**config.mk**
```make
export PLATFORM = sky130hd
export DESIGN_NAME = mem_xfer_ctrl
export DESIGN_NICKNAME = d
export VERILOG_FILES = /design/src/rtl/mem_xfer_pkg.sv /design/src/rtl/step_counter.sv /design/src/rtl/mem_xfer_ctrl.sv
export SDC_FILE = /design/constraint.sdc
export NUM_CORES = 1
export LEC_CHECK = 0
export BUFFER_PORTS_ARGS = -buffer_cell sky130_fd_sc_hd__buf_2
export CAP_MARGIN = 10
export CORE_MARGIN = 2
export CORE_UTILIZATION = 50
export CTS_CLUSTER_SIZE = 28
export DETAILED_ROUTE_END_ITERATION = 16
export PLACE_DENSITY = 0.82
export SYNTH_ARGS = -nofsm -noshare
export SYNTH_HDL_FRONTEND = slang
export SYNTH_SLANG_ARGS = --single-unit
```
**constraint.sdc**
```tcl
create_clock -name clock -period 1.5 [get_ports clock]
set_input_delay 0.225 -clock clock [delete_from_list [all_inputs] [get_ports clock]]
set_output_delay 0.225 -clock clock [all_outputs]
set_load 0.05 [all_outputs]
```
**src/rtl/mem_xfer_pkg.sv**
```systemverilog
// Shared types for the memory transfer sequencer: state encoding doubles as the phase output.
package mem_xfer_pkg;

    localparam int unsigned PHASE_W = 3;

    typedef enum logic [PHASE_W-1:0] {
        ST_IDLE = 3'd0,
        ST_LOAD = 3'd1,
        ST_SEEK = 3'd2,
        ST_WRB  = 3'd3,
        ST_STEP = 3'd4,
        ST_DONE = 3'd5
    } state_e;

endpackage

```
**src/rtl/step_counter.sv**
```systemverilog
// Address register with synchronous clear, parallel load, unit step and parameterised step.
module step_counter #(
    parameter int unsigned W    = 4,
    parameter int unsigned STEP = 1
) (
    input  logic         clk,
    input  logic         rst,
    input  logic         clr,
    input  logic         ld,
    input  logic [W-1:0] ld_val,
    input  logic         inc_one,
    input  logic         inc_step,
    output logic [W-1:0] q
);

    logic [W-1:0] q_d;
    logic [W-1:0] q_q;

    // Clear beats load beats either step; arithmetic wraps at W bits.
    always_comb begin
        q_d = q_q;
        if (clr) begin
            q_d = '0;
        end else if (ld) begin
            q_d = ld_val;
        end else if (inc_step) begin
            q_d = q_q + W'(STEP);
        end else if (inc_one) begin
            q_d = q_q + W'(1);
        end
    end

    always_ff @(posedge clk) begin
        if (rst) begin
            q_q <= '0;
        end else begin
            q_q <= q_d;
        end
    end

    assign q = q_q;

endmodule

```
**src/rtl/mem_xfer_ctrl.sv**
```systemverilog
// Sequencer that loads a block into memory A, then copies a strided subset of A into B.
module mem_xfer_ctrl
    import mem_xfer_pkg::*;
#(
    parameter int unsigned ADDR_W       = 4,
    parameter int unsigned LOAD_WORDS   = 8,
    parameter int unsigned XFER_WORDS   = 4,
    parameter int unsigned SRC_START    = 1,
    parameter int unsigned STRIDE       = 2,
    parameter int unsigned AUTO_RESTART = 0
) (
    input  logic               clock,
    input  logic               Reset,
    input  logic               start,
    output logic               WEA,
    output logic               IncA,
    output logic               WEB,
    output logic               IncB,
    output logic [ADDR_W-1:0]  addr_a,
    output logic [ADDR_W-1:0]  addr_b,
    output logic               busy,
    output logic               done,
    output logic [PHASE_W-1:0] phase
);

    localparam int unsigned CNT_W = $clog2(XFER_WORDS + 1);

    if (LOAD_WORDS < 1 || LOAD_WORDS > (1 << ADDR_W) ||
        XFER_WORDS < 1 || XFER_WORDS > (1 << ADDR_W) || STRIDE < 1 ||
        SRC_START + (XFER_WORDS - 1) * STRIDE >= LOAD_WORDS) begin : g_bad_params
        $error("mem_xfer_ctrl: illegal parameter combination");
    end

    state_e             state_d;
    state_e             state_q;
    logic [CNT_W-1:0]   cnt_d;
    logic [CNT_W-1:0]   cnt_q;
    logic               run_clr;
    logic               go;

    assign go = start || (AUTO_RESTART != 0);

    // Next state; address strobes themselves are pure state decodes below.
    always_comb begin
        state_d = state_q;
        cnt_d   = cnt_q;
        run_clr = 1'b0;
        case (state_q)
            ST_IDLE: begin
                if (go) begin
                    state_d = ST_LOAD;
                    cnt_d   = '0;
                    run_clr = 1'b1;
                end
            end
            ST_LOAD: begin
                if (addr_a == ADDR_W'(LOAD_WORDS - 1)) begin
                    state_d = ST_SEEK;
                end
            end
            ST_SEEK: state_d = ST_WRB;
            ST_WRB:  state_d = ST_STEP;
            ST_STEP: begin
                cnt_d = cnt_q + CNT_W'(1);
                if (cnt_d == CNT_W'(XFER_WORDS)) begin
                    state_d = ST_DONE;
                end else begin
                    state_d = ST_WRB;
                end
            end
            ST_DONE: state_d = ST_IDLE;
            default: state_d = ST_IDLE;
        endcase
    end

    always_ff @(posedge clock) begin
        if (Reset) begin
            state_q <= ST_IDLE;
            cnt_q   <= '0;
        end else begin
            state_q <= state_d;
            cnt_q   <= cnt_d;
        end
    end

    step_counter #(
        .W    (ADDR_W),
        .STEP (STRIDE)
    ) u_addr_a (
        .clk      (clock),
        .rst      (Reset),
        .clr      (run_clr),
        .ld       (state_q == ST_SEEK),
        .ld_val   (ADDR_W'(SRC_START)),
        .inc_one  (state_q == ST_LOAD),
        .inc_step (state_q == ST_STEP),
        .q        (addr_a)
    );

    step_counter #(
        .W    (ADDR_W),
        .STEP (1)
    ) u_addr_b (
        .clk      (clock),
        .rst      (Reset),
        .clr      (run_clr),
        .ld       (1'b0),
        .ld_val   ('0),
        .inc_one  (state_q == ST_STEP),
        .inc_step (1'b0),
        .q        (addr_b)
    );

    assign WEA   = (state_q == ST_LOAD);
    assign IncA  = (state_q == ST_LOAD) || (state_q == ST_SEEK) || (state_q == ST_STEP);
    assign WEB   = (state_q == ST_WRB);
    assign IncB  = (state_q == ST_STEP);
    assign busy  = (state_q == ST_LOAD) || (state_q == ST_SEEK) ||
                   (state_q == ST_WRB)  || (state_q == ST_STEP);
    assign done  = (state_q == ST_DONE);
    assign phase = state_q;

endmodule
```
* Yosys cells after proc, flatten, opt, wreduce, memory -nomap -nowiden
Index checks and enable logic that the tools add are counted.
Word-level totals: bits in registers 14, bits of input ports 3, output and inout port bits 17, word-level logic and storage cells 41
Cells by class: $add $sub $neg 4, eq/ne operators 9, multiplexer cells 11, reduce and logical (&&, ||, !) cells 12
Operators by type and width (number):
- $pmux 3 s5 | 1
- $mux 3 | 4
- $eq 3x3->1 const B | 3
- $add 4x1->4 const B | 2
- $mux 4 | 2
- $eq 3x2->1 const B | 2
- $pmux 3 s2 | 1
- $add 4x2->4 const B | 1
- $eq 4x3->1 const B | 1
- $logic_or 1x1->1 | 4
- $reduce_and 2->1 | 2
- $reduce_bool 2->1 | 2
- $add 3x1->3 const B | 1
- $eq 3x1->1 const B | 1
- $logic_not 3->1 | 1
- $mux 1 | 3
- $reduce_bool 3->1 | 1
- $reduce_or 3->1 | 1
- $ne 2x1->1 const B | 1
- $ne 2x2->1 const B | 1
- $reduce_or 2->1 | 1

* Logic depth before layout (Yosys ltp)
word-level depth 4, depth in mapped cells 5, depth with buffers taken out 5

* Modules after synthesis
A second synthesis with hierarchy kept.
Second synthesis, totals: cell total of the unflattened synthesis 106, area total of the unflattened synthesis 852.1 µm²
Modules (own cells, without submodules):
- mem_xfer_ctrl | instances 1, cells an instance 52, area each 390.4 µm², seq. area each 120.1 µm²
- step_counter at u_addr_a | instances 1, cells an instance 30, area each 250.2 µm², seq. area each 80.1 µm²
- step_counter at u_addr_b | instances 1, cells an instance 24, area each 211.5 µm², seq. area each 80.1 µm²

* Worst setup path after synthesis
OpenSTA, ideal clock, no wires.
kind flip-flop to output port, start reg state_q[0], in the netlist phase[0], end out IncA, arrival time 2.100 ns, data required time 1.275 ns, setup slack -0.825 ns, stages on the path, launching flop included 4, path buffers 0, cells stage by stage dfxtp_1 nor2b_1 nor2_1 o21ai_0
On the way: longest elaborated chain between the ends 3, elaborated cells between the ends (all ways) 5, classes of those cells eq/ne (3); reduce/logical (2)
RTL lines:
- start: declaration | line mem_xfer_ctrl.sv:35 | state_e state_q;
- start signal: assignment | line mem_xfer_ctrl.sv:81 | state_q <= state_d;
- $eq 3x1->1 or $eq 3x2->1 (tied branches) | line mem_xfer_ctrl.sv:115 | assign IncA = (state_q == ST_LOAD) || (state_q == ST_SEEK) || (state_q == ST_STEP);
- $logic_or 1x1->1 | line mem_xfer_ctrl.sv:115
- $logic_or 1x1->1 (*) | line mem_xfer_ctrl.sv:115
- end: declaration | line mem_xfer_ctrl.sv:16 | output logic IncA,
Mark *: on every way between the ends. The rest lies on a longest branch, timed or not.

* Worst setup path after layout
start reg state_q[0], in the netlist phase[0], end out busy
On the way: longest elaborated chain between the ends 4, elaborated cells between the ends (all ways) 7, classes of those cells eq/ne (4); reduce/logical (3)
RTL lines:
- $eq 3x1->1 or $eq 3x2->1 (tied branches) | line mem_xfer_ctrl.sv:118 | assign busy = (state_q == ST_LOAD) || (state_q == ST_SEEK) ||
- $logic_or 1x1->1 (2 in a row) | line mem_xfer_ctrl.sv:118
- $logic_or 1x1->1 (*) | line mem_xfer_ctrl.sv:119 | (state_q == ST_WRB) || (state_q == ST_STEP);
- end: declaration | line mem_xfer_ctrl.sv:21 | output logic busy,
Marked as above.

==> results.json <==
{
  "cp-endpoint": "busy",
  "syn_inst": 103,
  "ys_seq_elements": 14,
  "yosys_warnings": 0,
  "fin_cells": 147,
  "synth_top_cell_area_share": 0.3251,
  "place.gp.congestion": 0.8480,
  "hpwlAfterDp_um": 1384,
  "start_kind": "register",
  "initial_core_util": 0.5161,
  "yosys.area.top_type": "dfxtp_1",
  "post-route-min-period_ns": 1.535,
  "layout.nets": 139,
  "clk_pin_slew_worst_paths_ns": 0.09,
  "dr.pass1.iters": 4,
  "violations": "negative setup slack",
  "worst_clock_skew_ns": 0.001266,
  "cts_buffer_depth": 2,
  "fin_util": 0.6809,
  "wl_per_cell_um": 15.12,
  "r2r_cells": 5,
  "drt-initial-drc-count": 19,
  "worstMarginPinSlew_ns": 0.3535,
  "grt.total_usage": 0.2269,
  "critical_path.top_delay_family": "flip-flops",
  "worstReg2RegEnd": "cnt_q[2]",
  "cts_buffers": 3,
  "port_buffers": 19,
  "syn_to_final_growth_pct": 31.93,
  "die_area_sq_um": 2072,
  "syn-num-nets": 111,
  "drv_cap": 0,
  "setup_viol": 2,
  "cpMaxStageDelayCell": "dfxtp_4",
  "ant_nets": 0,
  "finalMaxSlewViolations": 0,
  "post-route-period-util": 1.023,
  "crit_arrival_ns": 1.31,
  "critPathLaunch": "phase[0]",
  "drc_errors": 0,
  "worst-r2r-setup-slack_ns": 0.05,
  "required_ns": 1.27,
  "via_per_inst": 6.231,
  "wirelength_um": 2223,
  "yosysUniqueCellTypes": 40,
  "cpPeakStageDelay_ns": 0.38,
  "ir_drop_mv": 0.4712,
  "hp-class": "input pin to register",
  "row_count": 15,
  "cts_tree": "yes",
  "rsz0062_at_grt": "true",
  "syn_avg_cell_area_sq_um": 8.370,
  "leakagePower_nw": 0.4779,
  "antenna_cells": 0,
  "cts_max_level": 1,
  "path_class": "register to primary output",
  "grt_overflow": 0,
  "finalPower_mw": 0.8191,
  "synth_area_leaders": "dfxtp_1 (33%), ha_1 (7.3%), a21oi_1 (5.2%), o21ai_0 (5.2%), a211oi_1 (3.5%)",
  "critical_path_buf_inv_count": 1,
  "fmax_ghz": 0.6515,
  "clock_sinks": 14,
  "path_max_fanout": 8,
  "vias": 916,
  "fin_ws_ns": -0.03495,
  "hold_viol": 0,
  "grt_max_degree": 21,
  "path_depth": 4,
  "worstSkewPairLatency_ns": 0.29,
  "clock-root-buffer": "clkbuf_4",
  "grt_pass1_vias": 804,
  "rr_startpoint": "phase[1]",
  "relSlewSlack": 0.7635,
  "syn_area_sq_um": 862.1,
  "die_h_um": 45.52,
  "worstPathCellList": "and2b_1 -> nor2_2 -> o211ai_1 -> buf_4",
  "grt_first_pass_wirelength_um": 3429,
  "drive_gt1_frac": 0.4000,
  "end_kind": "primary output",
  "status": "complete, but fails checks",
  "core_sq_um": 1670,
  "dieWidth_um": 45.52,
  "io_pins": 20,
  "powerDensity_nw_per_um2": 720.2,
  "dp.cells": 135,
  "nFillCells": 144,
  "antenna_found_initial": 0,
  "yosysSeqAreaShare": 0.3251
}
-- routing by layer --
layer  vias up  part of all wire  GRT usage
met3         7             0.052    0.03571
met5         -                 0          0
met1       442              0.43     0.2857
met2        35              0.50     0.3775
met4         0             0.019     0.1000
li1        432                 -          -
-- where the power goes --
| group | switching (mW) | internal [mW] |
|---|---|---|
| Sequential | 0.00961 | 0.373 |
| Combinational | 0.0974 | 0.0584 |
| Clock | 0.132 | 0.148 |
-- logic make-up after synthesis --
family                     Yosys count  share of synthesized area
xor gates and xnor gates             1                    0.01016
muxes                                1                    0.01306
AOI/OAI and AO/OA                   36                     0.2787
adders and majority gates            5                    0.07257
and+or+nand+nor                     34                     0.2293
buffers and inverters               12                    0.07110
DFF                                 14                     0.3251
-- area by class of cell --
type	count	area, sq um	share of cell area
Multi-Input combinational cell	77	560.5	0.4928
Timing Repair Buffer	28	192.7	0.1694
Tap cell	17	21.27	0.01870
Sequential cell	14	295.3	0.2596
Clock buffer	4	36.28	0.03190
Inverter	7	31.28	0.02750
-- worst min path at each step --
stage,slack [ns],start,to,cells past startpoint
floorplan,0.30,Reset,u_addr_b.q[3],1
global placement,0.46,u_addr_b.q[3],u_addr_b.q[3],1
detailed placement,0.47,u_addr_b.q[3],u_addr_b.q[3],1
CTS,0.29,Reset,phase[2],2
global route,0.30,Reset,phase[0],2
finish,0.30,Reset,phase[0],2
-- timing repair --
| action | CTS | global route |
|---|---|---|
| pin swaps | 1 | 0 |
| hold buffers | 0 | 0 |
| cloned | 0 | 0 |
| setup buffers | 6 | 2 |
| setup endpoints to repair | 5 | 11 |
| gates resized for setup | 7 | 13 |
-- cells in the mapped netlist (all sizes together) --
| master | n |
|---|---|
| or2 | 2 |
| nand2 | 6 |
| a21o | 1 |
| o31ai | 1 |
| a41oi | 1 |
| and2b | 1 |
| buf | 4 |
| clkinv | 1 |
| inv | 6 |
| nand3b | 2 |
| nor3b | 2 |
| a32oi | 1 |
| nor4b | 2 |
| o221ai | 1 |
| a31oi | 2 |
| nor2 | 7 |
| a311o | 1 |
| a221oi | 1 |
| mux2 | 1 |
| a311oi | 1 |
| nand4 | 1 |
| xnor2 | 1 |
| o21bai | 1 |
| o211ai | 1 |
| ha | 5 |
| clkbuf | 1 |
| and2 | 1 |
| a21oi | 10 |
| a211oi | 4 |
| o21ai | 9 |
| dfxtp | 14 |
| nor2b | 4 |
| nand3 | 3 |
| nand2b | 3 |
| o31a | 1 |
-- per-stage QoR --
stage | TNS, ns | hold slack [ns] | instance area, sq um | setup slack (ns)
after floorplan | -0.3501 | 0.2971 | 898.4 | -0.2108
after global placement | 0 | 0.4646 | 980.9 | 0.1523
after detailed placement | 0 | 0.4699 | 980.9 | 0.1432
after CTS | -0.05252 | 0.2900 | 1081 | -0.03066
after global routing | -0.1806 | 0.2971 | 1137 | -0.09667
final | -0.06651 | 0.2994 | 1137 | -0.03495
-- sequential cells by signal, indices dropped and copies added, names as in the netlist --
| name | flops |
|---|---|
| phase | 3 |
| u_addr_a.q | 4 |
| u_addr_b.q | 4 |
| cnt_q | 3 |
-- cells in the final DEF (no fill, tap or decap), types with 2 or more instances in the layout --
cell type  instances
o21ai_0            6
nand3b_1           2
nor2b_1            2
buf_6              4
buf_2             13
ha_1               5
dfxtp_2            3
inv_1              6
o21ai_1            3
a31oi_1            2
a21oi_1            9
clkbuf_4           5
buf_4              9
dfxtp_1            8
nand2_1            6
nand3_1            2
nor4b_1            2
a211oi_1           3
nand2b_1           3
dfxtp_4            3
nor2_1             5
Power figures use the tool's default switching activity.
